==> src/rtl/imem_loader_pkg.sv <==
// imem_loader_pkg: shared state encoding and framing constants for the
// instruction-memory loader.
package imem_loader_pkg;

  typedef enum logic [1:0] {
    IDLE = 2'd0,
    HDR  = 2'd1,
    DATA = 2'd2,
    CSUM = 2'd3
  } state_t;

  localparam int WORD_BYTES = 4;
  localparam int HDR_BYTES  = 4;
  localparam int CSUM_BYTES = 4;

endpackage

==> src/rtl/imem_loader_byte_assembler.sv <==
// imem_loader_byte_assembler: packs a big-endian byte stream into 32-bit words.
//   clk, rst_n  : clock, async active-low reset
//   clr         : sync clear of byte index and shift register
//   take        : a byte is consumed this cycle
//   byte_in     : stream byte
//   word_valid  : high in the cycle the 4th byte of a group is consumed
//   word        : assembled word, valid while word_valid is high
module imem_loader_byte_assembler
  import imem_loader_pkg::*;
(
  input  logic        clk,
  input  logic        rst_n,
  input  logic        clr,
  input  logic        take,
  input  logic [7:0]  byte_in,
  output logic        word_valid,
  output logic [31:0] word
);

  logic [1:0]  idx_q;
  // Only the three earlier bytes need to be kept; the 4th comes straight
  // from byte_in so the owner can register the word on the same edge.
  logic [23:0] sreg_q;

  assign word_valid = take && (idx_q == 2'(WORD_BYTES - 1));
  assign word       = {sreg_q, byte_in};

  always_ff @(posedge clk or negedge rst_n) begin
    if (!rst_n) begin
      idx_q  <= '0;
      sreg_q <= '0;
    end else if (clr) begin
      idx_q  <= '0;
      sreg_q <= '0;
    end else if (take) begin
      idx_q  <= idx_q + 2'd1;
      sreg_q <= {sreg_q[15:0], byte_in};
    end
  end

endmodule

==> src/rtl/imem_loader.sv <==
// imem_loader: parses a framed program image (word count, big-endian data
// words, checksum) from a byte stream and writes it into instruction memory.
//   clk, rst_n          : clock, async active-low reset
//   start               : begin a load (IDLE only)
//   abort               : drop the load and flag error (ignored in IDLE)
//   byte_in/byte_valid  : stream input; byte_ready is high while busy
//   wr_en/wr_addr/wr_data : one-cycle word write strobe, registered addr/data
//   busy, done, error   : status; done/error sticky until next start
//   word_count          : words written in current/last load
module imem_loader
  import imem_loader_pkg::*;
#(
  parameter logic [31:0] BASE_ADDR = 32'h0000_0000,
  parameter int          MAX_WORDS = 512,
  parameter int          CNT_WIDTH = 10
) (
  input  logic                 clk,
  input  logic                 rst_n,
  input  logic                 start,
  input  logic                 abort,
  input  logic [7:0]           byte_in,
  input  logic                 byte_valid,
  output logic                 byte_ready,
  output logic                 wr_en,
  output logic [31:0]          wr_addr,
  output logic [31:0]          wr_data,
  output logic                 busy,
  output logic                 done,
  output logic                 error,
  output logic [CNT_WIDTH-1:0] word_count
);

  state_t               state_q, state_d;
  logic                 take, clr, wv, last, oversize;
  logic [31:0]          word, acc_q;
  logic [CNT_WIDTH-1:0] n_words_q;

  assign busy       = (state_q != IDLE);
  assign byte_ready = busy;
  // Abort wins over a concurrent byte: the byte is not consumed.
  assign take       = byte_valid && busy && !abort;
  assign clr        = ((state_q == IDLE) && start) || (busy && abort);
  assign last       = ((word_count + CNT_WIDTH'(1)) == n_words_q);
  assign oversize   = (word > 32'(MAX_WORDS));

  imem_loader_byte_assembler u_byte_assembler (
    .clk        (clk),
    .rst_n      (rst_n),
    .clr        (clr),
    .take       (take),
    .byte_in    (byte_in),
    .word_valid (wv),
    .word       (word)
  );

  always_ff @(posedge clk or negedge rst_n) begin
    if (!rst_n) state_q <= IDLE;
    else        state_q <= state_d;
  end

  always_comb begin
    state_d = state_q;
    case (state_q)
      IDLE: if (start) state_d = HDR;
      HDR: begin
        if (abort)   state_d = IDLE;
        else if (wv) state_d = oversize ? IDLE : (word == 32'd0) ? CSUM : DATA;
      end
      DATA: begin
        if (abort)           state_d = IDLE;
        else if (wv && last) state_d = CSUM;
      end
      CSUM: begin
        if (abort || wv) state_d = IDLE;
      end
      default: state_d = IDLE;
    endcase
  end

  always_ff @(posedge clk or negedge rst_n) begin
    if (!rst_n) begin
      wr_en      <= 1'b0;
      wr_addr    <= '0;
      wr_data    <= '0;
      done       <= 1'b0;
      error      <= 1'b0;
      word_count <= '0;
      acc_q      <= '0;
      n_words_q  <= '0;
    end else begin
      wr_en <= 1'b0;
      case (state_q)
        IDLE: if (start) begin
          done       <= 1'b0;
          error      <= 1'b0;
          word_count <= '0;
          acc_q      <= '0;
        end
        HDR: begin
          if (abort) error <= 1'b1;
          else if (wv) begin
            n_words_q <= word[CNT_WIDTH-1:0];
            if (oversize) error <= 1'b1;
          end
        end
        DATA: begin
          if (abort) error <= 1'b1;
          else if (wv) begin
            wr_en      <= 1'b1;
            wr_addr    <= BASE_ADDR + {{(30-CNT_WIDTH){1'b0}}, word_count, 2'b00};
            wr_data    <= word;
            acc_q      <= acc_q + word;
            word_count <= word_count + CNT_WIDTH'(1);
          end
        end
        CSUM: begin
          if (abort) error <= 1'b1;
          else if (wv) begin
            if (word == acc_q) done  <= 1'b1;
            else               error <= 1'b1;
          end
        end
        default: ;
      endcase
    end
  end

endmodule

==> config.mk <==
export PLATFORM = sky130hd
export DESIGN_NAME = imem_loader
export DESIGN_NICKNAME = d
export VERILOG_FILES = /design/src/rtl/imem_loader_pkg.sv /design/src/rtl/imem_loader_byte_assembler.sv /design/src/rtl/imem_loader.sv
export SDC_FILE = /design/constraint.sdc
export NUM_CORES = 1
export LEC_CHECK = 0
export ABC_AREA = 1
export ABC_CLOCK_PERIOD_IN_PS = 6100
export CORE_MARGIN = 2
export CORE_UTILIZATION = 61
export DETAILED_ROUTE_END_ITERATION = 7
export GPL_ROUTABILITY_DRIVEN = 0
export PLACE_DENSITY_LB_ADDON = 0.25
export SETUP_SLACK_MARGIN = 0.5
export SYNTH_ARGS = -nofsm -noshare
export SYNTH_HDL_FRONTEND = slang
export SYNTH_SLANG_ARGS = --single-unit
==> constraint.sdc <==
create_clock -name clk -period 6.1 [get_ports clk]
set_clock_uncertainty 0.05 [all_clocks]
set_input_delay 1.22 -clock clk [delete_from_list [all_inputs] [get_ports clk]]
set_output_delay 1.22 -clock clk [all_outputs]
set_load 0.01 [all_outputs]
# == Yosys cells after proc, flatten, opt, wreduce, memory -nomap -nowiden ==
# Cells that the tools add are included.
# word_totals
output_inout_bits,79
in_bits,13
ff_bits,125
# classes
reduce_logical,21
order_cmp,1
eq_ne,19
add_sub_neg,3
muxes,37
bitwise,1
# op_table
cell,n
$mux W32,3
$pmux W32 S2,1
$mux W24,2
$add A32 B32 Y32,1
$eq A32 B32 Y1,1
$gt A32 B10 Y1 const B,1
$logic_not A32 Y1,1
$mux W10,3
$pmux W10 S2,1
$mux W2,9
$ne A2 B2 Y1 const B,8
$mux W1,15
$ne A3 B3 Y1 const B,5
$add A10 B1 Y10 const B,1
$eq A10 B10 Y1,1
$pmux W2 S4,1
$reduce_and A4 Y1,2
$reduce_bool A2 Y1,4
$eq A2 B2 Y1 const B,3
$logic_and A1 B1 Y1,6
$reduce_and A3 Y1,2
$reduce_and A6 Y1,1
$reduce_and A5 Y1,1
$pmux W1 S4,1
other kinds (7),8

# == Depth between registers and ports, before layout ==
# Gate-level depths: netlist (run 1).
# logic_depth
depth_word,8
ltp_mapped,14
mapped_depth_nobuf,14

# == Cells and area by module ==
# From an unflattened synthesis (run 1), not the netlist that was laid out.
# hier_totals
hier_cells,1051
hier_area_um2,7780.0
# modules_own_cells
mod,area_each_um2,instances,seq_area_each_um2,cells_per_inst
imem_loader,6515.0,1,2477.4,926
imem_loader_byte_assembler,1265.0,1,650.6,125

# == Worst setup path before layout (run 1) ==
# OpenSTA, ideal clock, no wires.
# synth_timing
kind,input port to flip-flop
from,input port byte_in[0]
to,register acc_q[28]
path_buffers,0
slack_ps,3293
path_stages,12
setup_ps,117
arrival_time_ps,2640
t_required_ps,5933
cell_sequence,ha_1 -> fa_1 -> nand2_1 -> nand2_1 -> o21ai_1 -> inv_1 -> nand3_1 -> nand3_1 -> nand3b_1 -> nand3_1 -> nand3_1 -> nand2_1
# synth_via
elab_chain_cells,4
# synth_rtl
element,line_no,source
start: declaration,imem_loader.sv:21,"input logic [7:0] byte_in,"
$add A32 B32 Y32,imem_loader.sv:112,acc_q <= acc_q + word;
$mux W32,imem_loader.sv:108,else if (wv) begin
$mux W32,imem_loader.sv:107,if (abort) error <= 1'b1;
$pmux W32 S2,imem_loader.sv:92,case (state_q)
end signal: assignment,imem_loader.sv:112,
end: declaration,imem_loader.sv:35,"logic [31:0] word, acc_q;"
# No other way between the ends. The select of a mux whose other input is x is not followed.
# A chain may end at the register's enable or synchronous reset.

# == Worst setup path after layout (run 1) ==
# layout_timing
from,input port abort
to,register acc_q[5]
# layout_via
elab_chain_cells,5
# layout_rtl
element,line_no,source
start: declaration,imem_loader.sv:20,"input logic abort,"
$logic_not A1 Y1,imem_loader.sv:41,assign take = byte_valid && busy && !abort;
$logic_and A1 B1 Y1,imem_loader.sv:41,
$logic_and A1 B1 Y1,imem_loader_byte_assembler.sv:25,assign word_valid = take && (idx_q == 2'(WORD_BYTES - 1));
$ne A2 B2 Y1 (no line),-,
$reduce_and A4 Y1 (no line) (*),-,
# Mark *: on every way between the ends. The rest lies on a longest branch, timed or not.

==> results of run 1 <==
## how the worst max path moves through the flow
stage | slack, ps | start | end | cells past startpoint
after floorplan | 3290 | byte_in[0] | acc_q[28]$_DFFE_PN0P_ | 12
after global placement | 2240 | abort | acc_q[13]$_DFFE_PN0P_ | 9
after detailed placement | 2100 | abort | acc_q[5]$_DFFE_PN0P_ | 9
after CTS | 2460 | abort | acc_q[5]$_DFFE_PN0P_ | 9
after global routing | 2230 | abort | acc_q[14]$_DFFE_PN0P_ | 9
final | 2370 | abort | acc_q[5]$_DFFE_PN0P_ | 9
## cell families (layout without fill, tap and decap cells)
logic type | after synthesis | after routing | share of synthesized area
other cells | 1 | 22 | 0.000514
fa+ha+maj | 34 | 34 | 0.0594
buf+inv | 148 | 207 | 0.0928
compound gates | 199 | 199 | 0.150
flops | 125 | 125 | 0.429
xor+xnor | 2 | 2 | 0.00240
simple gates | 462 | 462 | 0.266
## final cells by class
class,count,area (um^2),share of cell area
Multi-Input combinational cell,719,3570,0.416
Sequential cell,125,3130,0.364
Timing Repair Buffer,72,711,0.0827
Clock buffer,19,453,0.0527
Inverter,103,387,0.0450
Tap cell,143,179,0.0208
Clock inverter,13,164,0.0191
## flip-flops by register name, indices dropped and copies added (netlist names)
signal,count
n_words_q,10
u_byte_assembler.idx_q,2
u_byte_assembler.sreg_q,24
wr_addr,10
done,1
state_q,2
wr_data,32
word_count,10
wr_en,1
acc_q,32
error,1
## metal layers
layer / part of all wire / up-vias
li1: - / 3321
met1: 0.42 / 3200
met2: 0.45 / 398
met3: 0.096 / 67
met4: 0.037 / 0
met5: 0 / -
## synth_stat cells (2+ instances only)
master and number:
a21o_1 3, o21ai_1 22, buf_4 26, nand2_1 278, buf_2 7, o22ai_2 3, buf_6 2, nor2_1 79
o21bai_1 6, o22ai_1 26, o21ai_0 82, nand4_1 9, inv_1 98, inv_2 5, xor2_1 2, nor4_1 12
nor3_1 11, ha_1 33, nor2_4 2, o21a_1 2, dfrtp_1 125, a21oi_1 50, o31ai_1 3, nor2_2 3
nand3b_1 4, clkbuf_1 10, nand3_1 60
## worst reg2reg max path, cell delays in order (launching register included)
cell and delay (ps):
dfrtp_1 440, inv_2 70, nor2_2 210, inv_2 120
nor2_4 620, inv_2 500, buf_4 440, a21oi_1 240
o21ai_0 110, nand2_1 80
## power by group through the flow
stage,sequential (mW),clock [mW],combinational (mW)
2_1_floorplan,0.944,0,0.376
3_3_place_gp,0.952,0,0.519
3_5_place_dp,0.952,0,0.531
4_1_cts,0.939,1.06,0.539
5_1_grt,0.946,1.10,0.607
6_report,0.941,1.06,0.548
## per-stage QoR
step           cell area [um^2]  total power, mW   util  setup slack, ps  hold WS (ps)
2_1_floorplan              7370             1.32      -             3290           403
3_3_place_gp               7980             1.47  0.690             2240           416
3_5_place_dp               7980             1.48  0.690             2100           421
4_1_cts                    8590             2.54  0.743             2460           436
5_1_grt                    8590             2.65  0.743             2230           458
6_report                   8590             2.55  0.743             2370           431
==> impl_metrics.env, run 1 <==
export IMPL_grt_pass1_vias=6552
export IMPL_avgViaCountPerCell=5.85
export IMPL_rr_endpoint="acc_q[5]$_DFFE_PN0P_"
export IMPL_crit_slowest_cell="nor2_4"
export IMPL_yosysSeqAreaShare=0.429
export IMPL_startpoint_type="input port"
export IMPL_pwr_share_comb=0.215
export IMPL_yosysTopAreaCell="dfrtp_1"
export IMPL_max_clock_path_buffers=2
export IMPL_grt_use_met2=0.485
export IMPL_syn_area_um2=7290
export IMPL_dp_cells=1162
export IMPL_reg2regPathDepth=9
export IMPL_p_int_mw=1.73
export IMPL_status="finished, final reports clean"
export IMPL_dp_final_hpwl_mm=14.1
export IMPL_ys_flop_type="dfrtp_1"
export IMPL_grt_max_degree=80
export IMPL_area_growth_pct=17.8
export IMPL_die_h_um=113
export IMPL_die_area_um2=12800
export IMPL_cts_made_buffers=17
export IMPL_port_buffers=69
export IMPL_slew_violations=0
export IMPL_final_common_cell="nand2_1"
export IMPL_grt_use_met1=0.446
export IMPL_r2r_start="state_q[1]$_DFFE_PN0P_"
export IMPL_final_cell_mix="nand2_1, dfrtp_1, inv_1"
export IMPL_syn_inst=971
export IMPL_fin_tns_setup_ps=0
export IMPL_rsz0062_at_grt="no"
export IMPL_rrSetupSlack_ps=3140
export IMPL_finalHoldViolCount=0
export IMPL_vias=6986
export IMPL_slew_headroom=0.314
export IMPL_async_flop_share=1.00
export IMPL_cts_resized=0
export IMPL_post_cts_buffers=0
export IMPL_path_cells="clkdlybuf4s50_1 -> inv_1 -> nand4_4 -> nor2_4 -> inv_2 -> buf_4 -> a21oi_1 -> o21ai_0 -> nand2_1"
export IMPL_core_um2=11600
export IMPL_yosys_area_top_type_share=0.429
export IMPL_diodes=0
export IMPL_start_util=0.631
export IMPL_use_met3=0.0803
export IMPL_hold_path_end="wr_data[18]$_DFFE_PN0P_"
export IMPL_ir_drop_uv=262
export IMPL_max_stage_delay_ps=610
export IMPL_drt_iter0_drc=860
export IMPL_p_seq_frac=0.370
export IMPL_holdCritPathClass="reg2reg"
export IMPL_finalSetupViolations=0
export IMPL_clkTransAtPathRegs_ps=60
export IMPL_drive_gt1_frac=0.0504
export IMPL_layout_cells_non_filler=1194
export IMPL_period_minus_slack_ps=3730
export IMPL_crit_arrival_ps=4040
export IMPL_synthDistinctLibCells=35
export IMPL_p_switching_uw=814
export IMPL_yosysWarnings=0
export IMPL_worst_slew_pin_slew_ps=1030
export IMPL_ys_ff_latch=125
export IMPL_wl_per_cell_um=16.6
export IMPL_cts_sinks=125
export IMPL_cts_root_buf="clkbuf_16"
export IMPL_crit_buf_inv=4
export IMPL_drc_errors=0
export IMPL_avgSynthCellArea_um2=7.51
export IMPL_crit_family="buffers and inverters"
export IMPL_pwr_share_clk=0.415
export IMPL_antenna_found_initial=0
export IMPL_io_pins=92
export IMPL_synth_top_cells_by_area="dfrtp_1, nand2_1, ha_1"
export IMPL_final_nets=1085
export IMPL_cellLeakagePower_nw=4.10
export IMPL_p_per_area_nw_per_um2=296
export IMPL_power_share_switching=0.320
export IMPL_grt_busiest_layer="met2"
export IMPL_die_w_um=113
export IMPL_endpoint_kind="register"
export IMPL_ctsHoldBuffers=0
export IMPL_grt_use_total=0.321
export IMPL_cp_required_ps=6410
export IMPL_cts_tree="built"
export IMPL_num_rows=39
export IMPL_clock_fmax_mhz=268
export IMPL_h_tree_depth=4
export IMPL_wirelength_mm=19.8
export IMPL_clk_insertion_delay_late_ps=420
export IMPL_fin_crit_sh=0.611
export IMPL_hold_path_depth=2
export IMPL_gr_total_overflow=0
export IMPL_grt_pass1_wl_mm=32.2
export IMPL_synth_edff_count=0
export IMPL_critical_path_class="in2reg"
export IMPL_maxCapViolations=0
export IMPL_hold_path_startpoint="wr_data[18]$_DFFE_PN0P_"
export IMPL_first_pass_iters=6
export IMPL_n_fill_cell=874
export IMPL_final_antenna_net_count=0
export IMPL_crit_fanout=54
Power figures use the tool's default switching activity.
==> inputs of run 2 (changes only) <==
Settings changed: ABC_CLOCK_PERIOD_IN_PS 6100 to 3500, CORE_UTILIZATION 61 to 56.
Clock period 6.1 ns to 3.5 ns, I/O delays scaled along.
==> run 2 against run 1 <==
Effect of this change:
- via count is 0.84% lower
- core utilization is 5.8 points lower
- global-route usage is 2.8 points lower
- combinational power is 77% higher
- critical path depth is 4 higher
- highest routed layer unchanged
- cell area is 1.0% higher
==> impl_metrics.env, run 2 (synthesized netlist as in run 1, its figures left out) <==
export IMPL_period_minus_slack_ps=2610
export IMPL_slew_headroom=0.580
export IMPL_clkTransAtPathRegs_ps=60
export IMPL_final_nets=1089
export IMPL_cellLeakagePower_nw=4.14
export IMPL_p_per_area_nw_per_um2=511
export IMPL_fin_crit_sh=0.745
export IMPL_rsz0062_at_grt="no"
export IMPL_antenna_found_initial=0
export IMPL_cp_required_ps=3770
export IMPL_critical_path_class="in2reg"
export IMPL_holdCritPathClass="in2async"
export IMPL_largest_registers="acc_q (32), wr_data (32), u_byte_assembler.sreg_q (24)"
export IMPL_area_growth_pct=19.1
export IMPL_post_cts_buffers=0
export IMPL_final_common_cell="nand2_1"
export IMPL_dp_final_hpwl_mm=14.6
export IMPL_clk_insertion_delay_late_ps=430
export IMPL_max_clock_path_buffers=2
export IMPL_io_pins=92
export IMPL_worst_slew_pin_slew_ps=628
export IMPL_num_rows=41
export IMPL_cts_sinks=125
export IMPL_avgViaCountPerCell=5.65
export IMPL_fin_tns_setup_ps=0
export IMPL_startpoint_type="input port"
export IMPL_cts_resized=0
export IMPL_design_area_um2=8680
export IMPL_wl_per_cell_um=16.3
export IMPL_dpl_instance_area_um2=8070
export IMPL_drc_errors=0
export IMPL_grt_pass1_wl_mm=32.1
export IMPL_port_buffers=69
export IMPL_crit_fanout=4
export IMPL_finalHoldViolCount=0
export IMPL_start_util=0.575
export IMPL_final_cell_mix="nand2_1, dfrtp_1, inv_1"
export IMPL_grt_use_total=0.293
export IMPL_first_pass_iters=5
export IMPL_die_w_um=118
export IMPL_h_tree_depth=4
export IMPL_grt_max_degree=73
export IMPL_status="finished, final reports clean"
export IMPL_grt_pass1_vias=6267
export IMPL_slew_violations=0
export IMPL_rrSetupSlack_ps=1290
export IMPL_cts_made_buffers=17
export IMPL_clock_fmax_mhz=383
export IMPL_crit_arrival_ps=2880
export IMPL_maxCapViolations=0
export IMPL_wirelength_mm=20.0
export IMPL_reg2regPathDepth=12
export IMPL_die_area_um2=14000
export IMPL_cts_root_buf="clkbuf_16"
export IMPL_vias=6927
export IMPL_die_h_um=118
export IMPL_diodes=0
export IMPL_drt_iter0_drc=625
export IMPL_ctsHoldBuffers=0
export IMPL_core_um2=12700
export IMPL_ir_drop_uv=440
export IMPL_drive_gt1_frac=0.0540
export IMPL_final_antenna_net_count=0
export IMPL_gr_total_overflow=0
export IMPL_endpoint_kind="register"
export IMPL_finalSetupViolations=0
export IMPL_cts_tree="built"
## run 2: cell type report
| class | count | area [um^2] |
|---|---|---|
| inverters | 103 | 387 |
| multi-input cells | 719 | 3570 |
| fillers | 1065 | 3990 |
| clock buffers | 19 | 453 |
| clock inverters | 13 | 163 |
| repair buffers | 76 | 766 |
| flip-flops and latches | 125 | 3130 |
| well taps | 172 | 215 |
## run 2: metal layers
metal | part of all wire | track usage
met3 | 0.082 | 0.0659
met4 | 0.029 | 0.111
met2 | 0.44 | 0.439
met5 | 0 | 0
met1 | 0.45 | 0.415
## run 2: through the flow
stage | util | hold slack, ps | worst slack (ps) | std cells | power [mW]
final | 0.685 | 229 | 891 | 1227 | 4.44
after global routing | 0.685 | 277 | 683 | 1227 | 4.62
after CTS | 0.685 | 244 | 912 | 1227 | 4.42
after detailed placement | 0.637 | 422 | 478 | 1195 | 2.60
after global placement | 0.637 | 415 | 545 | 1195 | 2.59
after floorplan | - | 354 | 1210 | 992 | 2.30
## run 2: final timing paths
check	from	to
worst max-delay path	byte_in[0]	acc_q[28]$_DFFE_PN0P_
worst min-delay path	rst_n	acc_q[4]$_DFFE_PN0P_
worst max register to register	acc_q[0]$_DFFE_PN0P_	acc_q[28]$_DFFE_PN0P_
worst min register to register	wr_data[23]$_DFFE_PN0P_	wr_data[23]$_DFFE_PN0P_
max in group asynchronous	rst_n	acc_q[31]$_DFFE_PN0P_
min in group clk	wr_data[23]$_DFFE_PN0P_	wr_data[23]$_DFFE_PN0P_
## run 2: power by group
part	leakage, nW	switching, mW	internal, mW
clock network	0.296	0.669	1.16
registers	1.73	0.0931	1.55
logic	2.11	0.648	0.322
total	4.14	1.41	3.03
## run 2: worst max-delay path, cell delays in order
cell             delay [ps]
clkdlybuf4s50_1         460
ha_1                    240
fa_1                    430
nand2_1                 110
nand2_1                  50
o21ai_1                 180
inv_1                   130
nand3_1                  90
nand3_1                 130
nand3b_1                140
nand3_1                  80
nand3_1                  90
nand2_1                  50
